`config.mk`:
```
export PLATFORM = sky130hd
export DESIGN_NAME = seq_mult_hs
export DESIGN_NICKNAME = d
export VERILOG_FILES = /design/src/rtl/seq_mult_pkg.sv /design/src/rtl/seq_mult_pp.sv /design/src/rtl/seq_mult_hs.sv
export SDC_FILE = /design/constraint.sdc
export NUM_CORES = 1
export LEC_CHECK = 0
export BUFFER_PORTS_ARGS = -buffer_cell sky130_fd_sc_hd__buf_2
export CAP_MARGIN = 20
export CORE_UTILIZATION = 55
export CTS_CLUSTER_SIZE = 8
export DETAILED_ROUTE_END_ITERATION = 16
export GPL_TIMING_DRIVEN = 0
export PLACE_DENSITY = 0.83
export SLEW_MARGIN = 30
export SYNTH_ARGS = -nofsm -noshare
export SYNTH_HDL_FRONTEND = slang
export SYNTH_SLANG_ARGS = --single-unit
```
`constraint.sdc`:
```
create_clock -name clk -period 7 [get_ports clk]
set_input_delay 1.4 -clock clk [delete_from_list [all_inputs] [get_ports clk]]
set_output_delay 1.4 -clock clk [all_outputs]
set_load 0.01 [all_outputs]
```
`src/rtl/seq_mult_pkg.sv`:
```
// Shared state encoding and configuration helpers for the seq_mult_hs multiplier.
// Every helper is a constant function, so it can size localparams in the modules that import it.
package seq_mult_pkg;

  typedef enum logic [1:0] {
    IDLE = 2'd0,
    CALC = 2'd1,
    SIGN = 2'd2,
    DONE = 2'd3
  } state_t;

  function automatic bit bpc_valid(input int width, input int bpc);
    return (width >= 2) && (bpc >= 1) && (bpc <= width) && ((width % bpc) == 0);
  endfunction

  function automatic int num_digits(input int width, input int bpc);
    return width / bpc;
  endfunction

  // One extra bit so the counter can hold the digit count itself without wrapping.
  function automatic int cnt_width(input int width, input int bpc);
    return $clog2(width / bpc) + 1;
  endfunction

endpackage

```
`src/rtl/seq_mult_pp.sv`:
```
// Combinational partial product of the multiplicand and one multiplier digit.
module seq_mult_pp #(
  parameter int WIDTH          = 8,
  parameter int BITS_PER_CYCLE = 1
) (
  input  logic [WIDTH-1:0]                i_mcand,
  input  logic [BITS_PER_CYCLE-1:0]       i_digit,
  output logic [WIDTH+BITS_PER_CYCLE-1:0] o_pp
);

  localparam int PP_W = WIDTH + BITS_PER_CYCLE;

  assign o_pp = PP_W'(i_mcand) * PP_W'(i_digit);

endmodule

```
`src/rtl/seq_mult_hs.sv`:
```
// Shift-and-add multiplier with valid/ready handshakes, retiring BITS_PER_CYCLE multiplier
// bits per clock on operand magnitudes; the sign is applied once, after accumulation.
module seq_mult_hs
  import seq_mult_pkg::*;
#(
  parameter int WIDTH          = 8,
  parameter int BITS_PER_CYCLE = 1,
  parameter int EARLY_EXIT     = 0
) (
  input  logic                 clk,
  input  logic                 rst_n,
  input  logic                 in_valid,
  output logic                 in_ready,
  input  logic [WIDTH-1:0]     a,
  input  logic [WIDTH-1:0]     b,
  input  logic                 signed_mode,
  input  logic                 abort,
  output logic                 out_valid,
  input  logic                 out_ready,
  output logic [2*WIDTH-1:0]   product,
  output logic                 busy
);

  localparam int N     = num_digits(WIDTH, BITS_PER_CYCLE);
  localparam int CNT_W = cnt_width(WIDTH, BITS_PER_CYCLE);
  localparam int ACC_W = 2 * WIDTH;
  localparam int PP_W  = WIDTH + BITS_PER_CYCLE;

  if (!bpc_valid(WIDTH, BITS_PER_CYCLE)) begin : g_cfg_check
    $error("seq_mult_hs: WIDTH must be >= 2 and divisible by BITS_PER_CYCLE");
  end

  // -2^(WIDTH-1) negates to itself, which read unsigned is exactly its magnitude.
  function automatic logic [WIDTH-1:0] magnitude(input logic signed [WIDTH-1:0] v,
                                                 input logic is_signed);
    logic signed [WIDTH-1:0] neg_v;
    neg_v = -v;
    return (is_signed && v[WIDTH-1]) ? neg_v : v;
  endfunction

  function automatic logic [ACC_W-1:0] apply_sign(input logic [ACC_W-1:0] v, input logic neg);
    return neg ? -v : v;
  endfunction

  state_t              r_state;
  state_t              w_state_nxt;
  logic [WIDTH-1:0]    r_mcand;
  logic [WIDTH-1:0]    r_mplier;
  logic                r_neg;
  logic [CNT_W-1:0]    r_cnt;
  logic [ACC_W-1:0]    r_acc;
  logic [ACC_W-1:0]    r_product;

  logic [PP_W-1:0]     w_pp;
  logic [WIDTH-1:0]    w_mplier_shr;
  logic [31:0]         w_shamt;
  logic [ACC_W-1:0]    w_pp_aligned;
  logic                w_last;
  logic                w_exit;
  logic                w_accept;

  seq_mult_pp #(
    .WIDTH          (WIDTH),
    .BITS_PER_CYCLE (BITS_PER_CYCLE)
  ) u_pp (
    .i_mcand (r_mcand),
    .i_digit (r_mplier[BITS_PER_CYCLE-1:0]),
    .o_pp    (w_pp)
  );

  assign w_mplier_shr = r_mplier >> BITS_PER_CYCLE;
  assign w_shamt      = 32'(r_cnt) * 32'(BITS_PER_CYCLE);
  assign w_pp_aligned = ACC_W'(w_pp) << w_shamt;
  assign w_last       = (r_cnt == CNT_W'(N - 1));
  assign w_exit       = w_last || ((EARLY_EXIT != 0) && (w_mplier_shr == '0));
  assign w_accept     = (r_state == IDLE) && in_valid && !abort;

  assign in_ready  = (r_state == IDLE);
  assign out_valid = (r_state == DONE);
  assign busy      = (r_state == CALC) || (r_state == SIGN);
  assign product   = r_product;

  always_ff @(posedge clk or negedge rst_n) begin
    if (!rst_n) r_state <= IDLE;
    else        r_state <= w_state_nxt;
  end

  // abort outranks every other transition once an operation is in flight.
  always_comb begin
    w_state_nxt = r_state;
    case (r_state)
      IDLE:    if (w_accept) w_state_nxt = CALC;
      CALC:    if (abort) w_state_nxt = IDLE;
               else if (w_exit) w_state_nxt = SIGN;
      SIGN:    w_state_nxt = abort ? IDLE : DONE;
      DONE:    if (abort || out_ready) w_state_nxt = IDLE;
      default: w_state_nxt = IDLE;
    endcase
  end

  always_ff @(posedge clk or negedge rst_n) begin
    if (!rst_n) begin
      r_mcand   <= '0;
      r_mplier  <= '0;
      r_neg     <= 1'b0;
      r_cnt     <= '0;
      r_acc     <= '0;
      r_product <= '0;
    end else begin
      case (r_state)
        IDLE: begin
          if (w_accept) begin
            r_mcand  <= magnitude($signed(a), signed_mode);
            r_mplier <= magnitude($signed(b), signed_mode);
            r_neg    <= signed_mode & (a[WIDTH-1] ^ b[WIDTH-1]);
            r_cnt    <= '0;
            r_acc    <= '0;
          end
        end
        CALC: begin
          if (abort) begin
            r_product <= '0;
          end else begin
            r_acc    <= r_acc + w_pp_aligned;
            r_mplier <= w_mplier_shr;
            r_cnt    <= r_cnt + CNT_W'(1);
          end
        end
        SIGN: begin
          if (abort) r_product <= '0;
          else       r_product <= apply_sign(r_acc, r_neg);
        end
        DONE: begin
          if (abort) r_product <= '0;
        end
        default: ;
      endcase
    end
  end

endmodule

```
# Word level (Yosys, flattened, before mapping)
# Index checks and enable logic that the tools add are counted.
word_totals:
  register_bits: 55
  latch_bits: 0
  ram_bits: 0
  romBits: 0
  out_inout_bits: 19
  elab_cells: 61
  n_memories: 0
classes:
  addsub: 5
  mul: 1
  n_div: 0
  n_lt_le_gt_ge: 0
  eq_ne: 9
  n_shift: 1
  muxes: 21
  n_bitwise: 2
  reduce_logical: 15
op_table:
  columns: ["cell", "count"]
  rows:
  - ["$mux W16", 5]
  - ["$pmux W16 S2", 2]
  - ["$mux W8", 4]
  - ["$add A16 B16 Y16", 1]
  - ["$neg A16 Y16", 1]
  - ["$neg A8 Y8", 2]
  - ["$pmux W8 S2", 1]
  - ["$shl A9 B4 Y16", 1]
  - ["$mux W2", 5]
  - ["$mul A8 B1 Y9", 1]
  - ["$mux W4", 2]
  - ["$pmux W2 S4", 1]
  - ["$pmux W4 S2", 1]
  - ["$ne A2 B1 Y1 const B", 3]
  - ["$reduce_and A3 Y1", 2]
  - ["$add A4 B1 Y4 const B", 1]
  - ["$eq A2 B2 Y1 const B", 2]
  - ["$eq A4 B3 Y1 const B", 1]
  - ["$logic_and A1 B1 Y1", 4]
  - ["$reduce_and A2 Y1", 2]
  - ["$reduce_bool A2 Y1", 2]
  - ["$ne A3 B3 Y1 const B", 1]
  - ["$eq A2 B1 Y1 const B", 1]
  - ["$logic_not A2 Y1", 1]
  - ["6 further kinds", 7]

# Depth between registers and ports, before layout
depth:
  depth_word: 5
  ltp_mapped: 17

# By module
# A second synthesis with hierarchy kept.
unflattened:
  hier_cells: 481
  area_unflattened_um2: 4017.6
by_module_without_submodules:
  columns: ["module", "instances", "cells_each", "area_per_inst_um2", "seq_area_each_um2"]
  rows:
  - ["seq_mult_hs", 1, 471, 3956.3, 1376.3]
  - ["seq_mult_pp", 1, 10, 61.3, 0.0]

# Worst setup path after synthesis
# No wires, ideal clock.
synth_timing:
  path_type: "register to register"
  start: "register r_cnt[0]"
  end: "register r_acc[15]"
  arrival_time_ps: 3068
  required_ps: 6913
  path_slack_ps: 3845
  stages_incl_launch_ff: 14
  n_path_buf: 2
  synth_period_minus_slack_ps: 3155
  path_cell_list: "dfrtp_1 buf_2 clkbuf_1 or3b_2 mux2_2 o22ai_1 ha_1 a21o_1 a21o_1 a221o_1 a41oi_2 xnor2_1 nand4b_1 o211ai_1"
synth_between:
  elab_chain_len: 4
synth_lines:
  columns: ["element", "line_no", "text"]
  rows:
  - ["start: declaration", "seq_mult_hs.sv:50", "logic [CNT_W-1:0] r_cnt;"]
  - ["start signal: assignment", "seq_mult_hs.sv:126", "r_cnt <= r_cnt + CNT_W'(1);"]
  - ["$shl A9 B4 Y16", "seq_mult_hs.sv:73", "assign w_pp_aligned = ACC_W'(w_pp) << w_shamt;"]
  - ["$add A16 B16 Y16", "seq_mult_hs.sv:124", "r_acc <= r_acc + w_pp_aligned;"]
  - ["$mux W16", "seq_mult_hs.sv:121", "if (abort) begin"]
  - ["$pmux W16 S2", "seq_mult_hs.sv:110", "case (r_state)"]
  - ["end signal: assignment", "seq_mult_hs.sv:124", null]
  - ["end: declaration", "seq_mult_hs.sv:51", "logic [ACC_W-1:0] r_acc;"]
# Every way passes these cells. The select of a mux whose other input is x is not followed.
# A chain may end at the register's enable or synchronous reset.

# Worst setup path after layout
# Same ends and word-level chain as after synthesis.

==> results.ini <==
[outcome]
status=completed

[timing]
slew_viol_final=0
timing.slew.headroom_pct=55.5
rsz0062_at_grt=no
finalSetupViolations=0
finalCriticalPeriod_ps=3640
fin_setup_tns_ps=0
tightest_slew_ps=668
hold_viol=0
max_freq_mhz=275
fin_ws_ps=3360
period_share_pct=52.0
fin_worst_skew_ps=8.53

[global_route]
grt_pass1_wl_um=15000
grt_max_degree=56
grt_pass1_vias=3282
antenna_found_initial=0
grt_util_all_layers_pct=25.4
grt_overflow=0

[route]
route.met2.wl_um=4340
top_layer_used=met4
drc_errors=0
wl_met3_um=340
wl_per_cell_um=14.3
ant_nets=0
wl_um=8790
wl_met1_um=4010
drt_iter0_drc=170
avgViaCountPerCell=5.66
vias=3489
dr.pass1.iters=4

[synthesis]
synth_top_area_share_pct=35.0
syn_nets=520
yosysUniqueCellTypes=54
synthTopCellsByArea=dfrtp_1, o21ai_0, nand2_1
synth-async-reset-ratio_pct=100
synth_area_mm2=0.00394
synth_seq_area_share_pct=35.0
ys_ff_latch=55
ys_warn_count=0
synth.avg_cell_area_um2=8.30
syn_inst=474
ys_top_cells_by_count=nand2_1, o21ai_0, dfrtp_1, nor2_1
synth_largest_area_cell=dfrtp_1
synth-edff-count=0
synthFlopType=dfrtp_1
yosysMostFrequentCell=nand2_1

[floorplan]
dieArea_mm2=0.00750
ioPinCount=41
row_count=30
chipWidth_um=86.6
core_mm2=0.00687
start_util_pct=57.3
die_h_um=86.6

[worst_hold_path]
hp-class=flop to flop
min_to=product[13]
hold_depth=2
min_from=product[13]

[clock_network]
clk_pin_slew_ps=100
clk_path_buf_depth=2
post_cts_resize_count=0
cts_hold_buffers=0
post_cts_buffers=0
clock_latency_ps=320
cts-htree-levels=2
cts_sinks=55
root_buffer=clkbuf_8
cts_buffers=5
cts_tree=built

[power]
clkPwrFrac_pct=13.8
p_leak_nw=2.02
p_sw_mw=0.678
p_int_mw=0.840
combinationalPowerShare_pct=51.6
p_seq_share_pct=34.6
pwr_density_cell_mw_per_mm2=348
vdd_drop_max_v=0.000185
p_sw_share_pct=44.6

[cells_and_area]
syn2layout_area_growth_pct=10.8
multi_input_area_mm2=0.00240
fillers=608
nets=566
seq_area_mm2=0.00138
diodes=0
drive_gt1_share_pct=12.1
layout.cells.non_filler=616

[place]
hpwl_um=6810
numPortBuffers=39
dp_cells=609
gp_congestion=0.879
dpl_worst_slack_ps=3380

[worst_setup_path]
critPathMaxFanout=10
r2r_cells=13
endpoint_kind=flop
arrival_ps=3880
ff2ff_setup_slack_ps=3360
start_kind=flop
crit-reg2reg-launch=r_cnt[0]
required_ps=7250
r2r_end=r_acc[15]
path_class=flop to flop

[flow_run]
maxCapViolCount=0

[sequential cells by signal, summed over array words and instances (netlist names)]
name      cells
r_state       2
r_cnt         4
r_acc        16
r_mplier      8
r_neg         1
product      16
r_mcand       8
[cell type report]
class	instances	share of cell area (%)
clock inverters	2	0.861
repair buffers	39	4.54
plain buffers	24	2.15
clock buffers	5	1.58
inverters	16	1.38
flip-flops and latches	55	31.6
well taps	96	2.76
multi-input cells	379	55.2
[metal layers]
metal,vias to the layer above,GRT usage [%]
li1,1769,-
met1,1622,31.9
met3,9,2.86
met5,-,0
met4,0,6.67
met2,89,46.2
[through the flow]
step / cell area [µm²] / hold WS (ps) / total power, mW / utilization, %
after global routing: 4360 / 517 / 1.65 / 63.5
after detailed placement: 4250 / 466 / 1.31 / 61.9
after floorplan: 3940 / 450 / 1.10 / -
final: 4360 / 481 / 1.52 / 63.5
after global placement: 4250 / 456 / 1.28 / 61.9
after CTS: 4360 / 487 / 1.52 / 63.5
[layout by cell type, fill, tap and decap left out, types with 2 or more instances in the layout]
| master | count |
|---|---|
| xnor2_1 | 14 |
| or3_1 | 6 |
| nand4_1 | 4 |
| o211ai_1 | 2 |
| a21oi_1 | 22 |
| nand2_1 | 79 |
| clkbuf_8 | 5 |
| nand3_1 | 10 |
| nor2_1 | 30 |
| mux2_2 | 3 |
| nor3b_1 | 2 |
| buf_2 | 41 |
| and2_1 | 3 |
| a211oi_1 | 4 |
| inv_1 | 15 |
| ha_1 | 23 |
| a31oi_1 | 6 |
| or2_2 | 3 |
| a21o_1 | 8 |
| o22ai_1 | 8 |
| dfrtp_1 | 55 |
| mux2i_1 | 14 |
| o21ai_0 | 62 |
| a22oi_1 | 2 |
| clkbuf_1 | 20 |
| nand2b_1 | 7 |
| o21a_1 | 2 |
| nor3_1 | 5 |
| nand3b_1 | 2 |
| o31ai_1 | 9 |
| xor2_1 | 23 |
| o21ai_1 | 5 |
[worst max path at each step]
stage / cells after the start / end / slack (ps) / startpoint
2_1_floorplan: 13 / r_acc[15] / 3840 / r_cnt[0]
3_3_place_gp: 13 / r_acc[15] / 3420 / r_cnt[0]
3_5_place_dp: 13 / r_acc[15] / 3380 / r_cnt[0]
4_1_cts: 13 / r_acc[15] / 3350 / r_cnt[0]
5_1_grt: 13 / r_acc[15] / 3240 / r_cnt[0]
6_report: 13 / r_acc[15] / 3360 / r_cnt[0]
[critical path, stage by stage (launching register included)]
cell and delay (ps):
dfrtp_1 400, buf_2 190, clkbuf_1 240, or3b_2 530, mux2_2 300, o22ai_1 210, ha_1 330, a21o_1 180
a21o_1 170, a221o_1 350, a41oi_2 170, xnor2_1 220, nand4b_1 140, o211ai_1 120
[logic make-up after synthesis]
logic type	count (synthesis)	synth area share, %
muxes	18	4.99
AOI/OAI and AO/OA	139	21.1
buffers and inverters	40	3.91
xor gates and xnor gates	37	8.24
and+or+nand+nor	161	18.9
DFF	55	35.0
adders and majority gates	24	7.82
[power groups by stage]
stage / Clock (mW) / Sequential, mW / Combinational, mW
5_1_grt: 0.226 / 0.541 / 0.883
4_1_cts: 0.213 / 0.524 / 0.781
3_3_place_gp: 0 / 0.523 / 0.754
6_report: 0.209 / 0.525 / 0.784
3_5_place_dp: 0 / 0.532 / 0.777
2_1_floorplan: 0 / 0.519 / 0.578
Note: power is estimated with default switching activity, not from simulation.
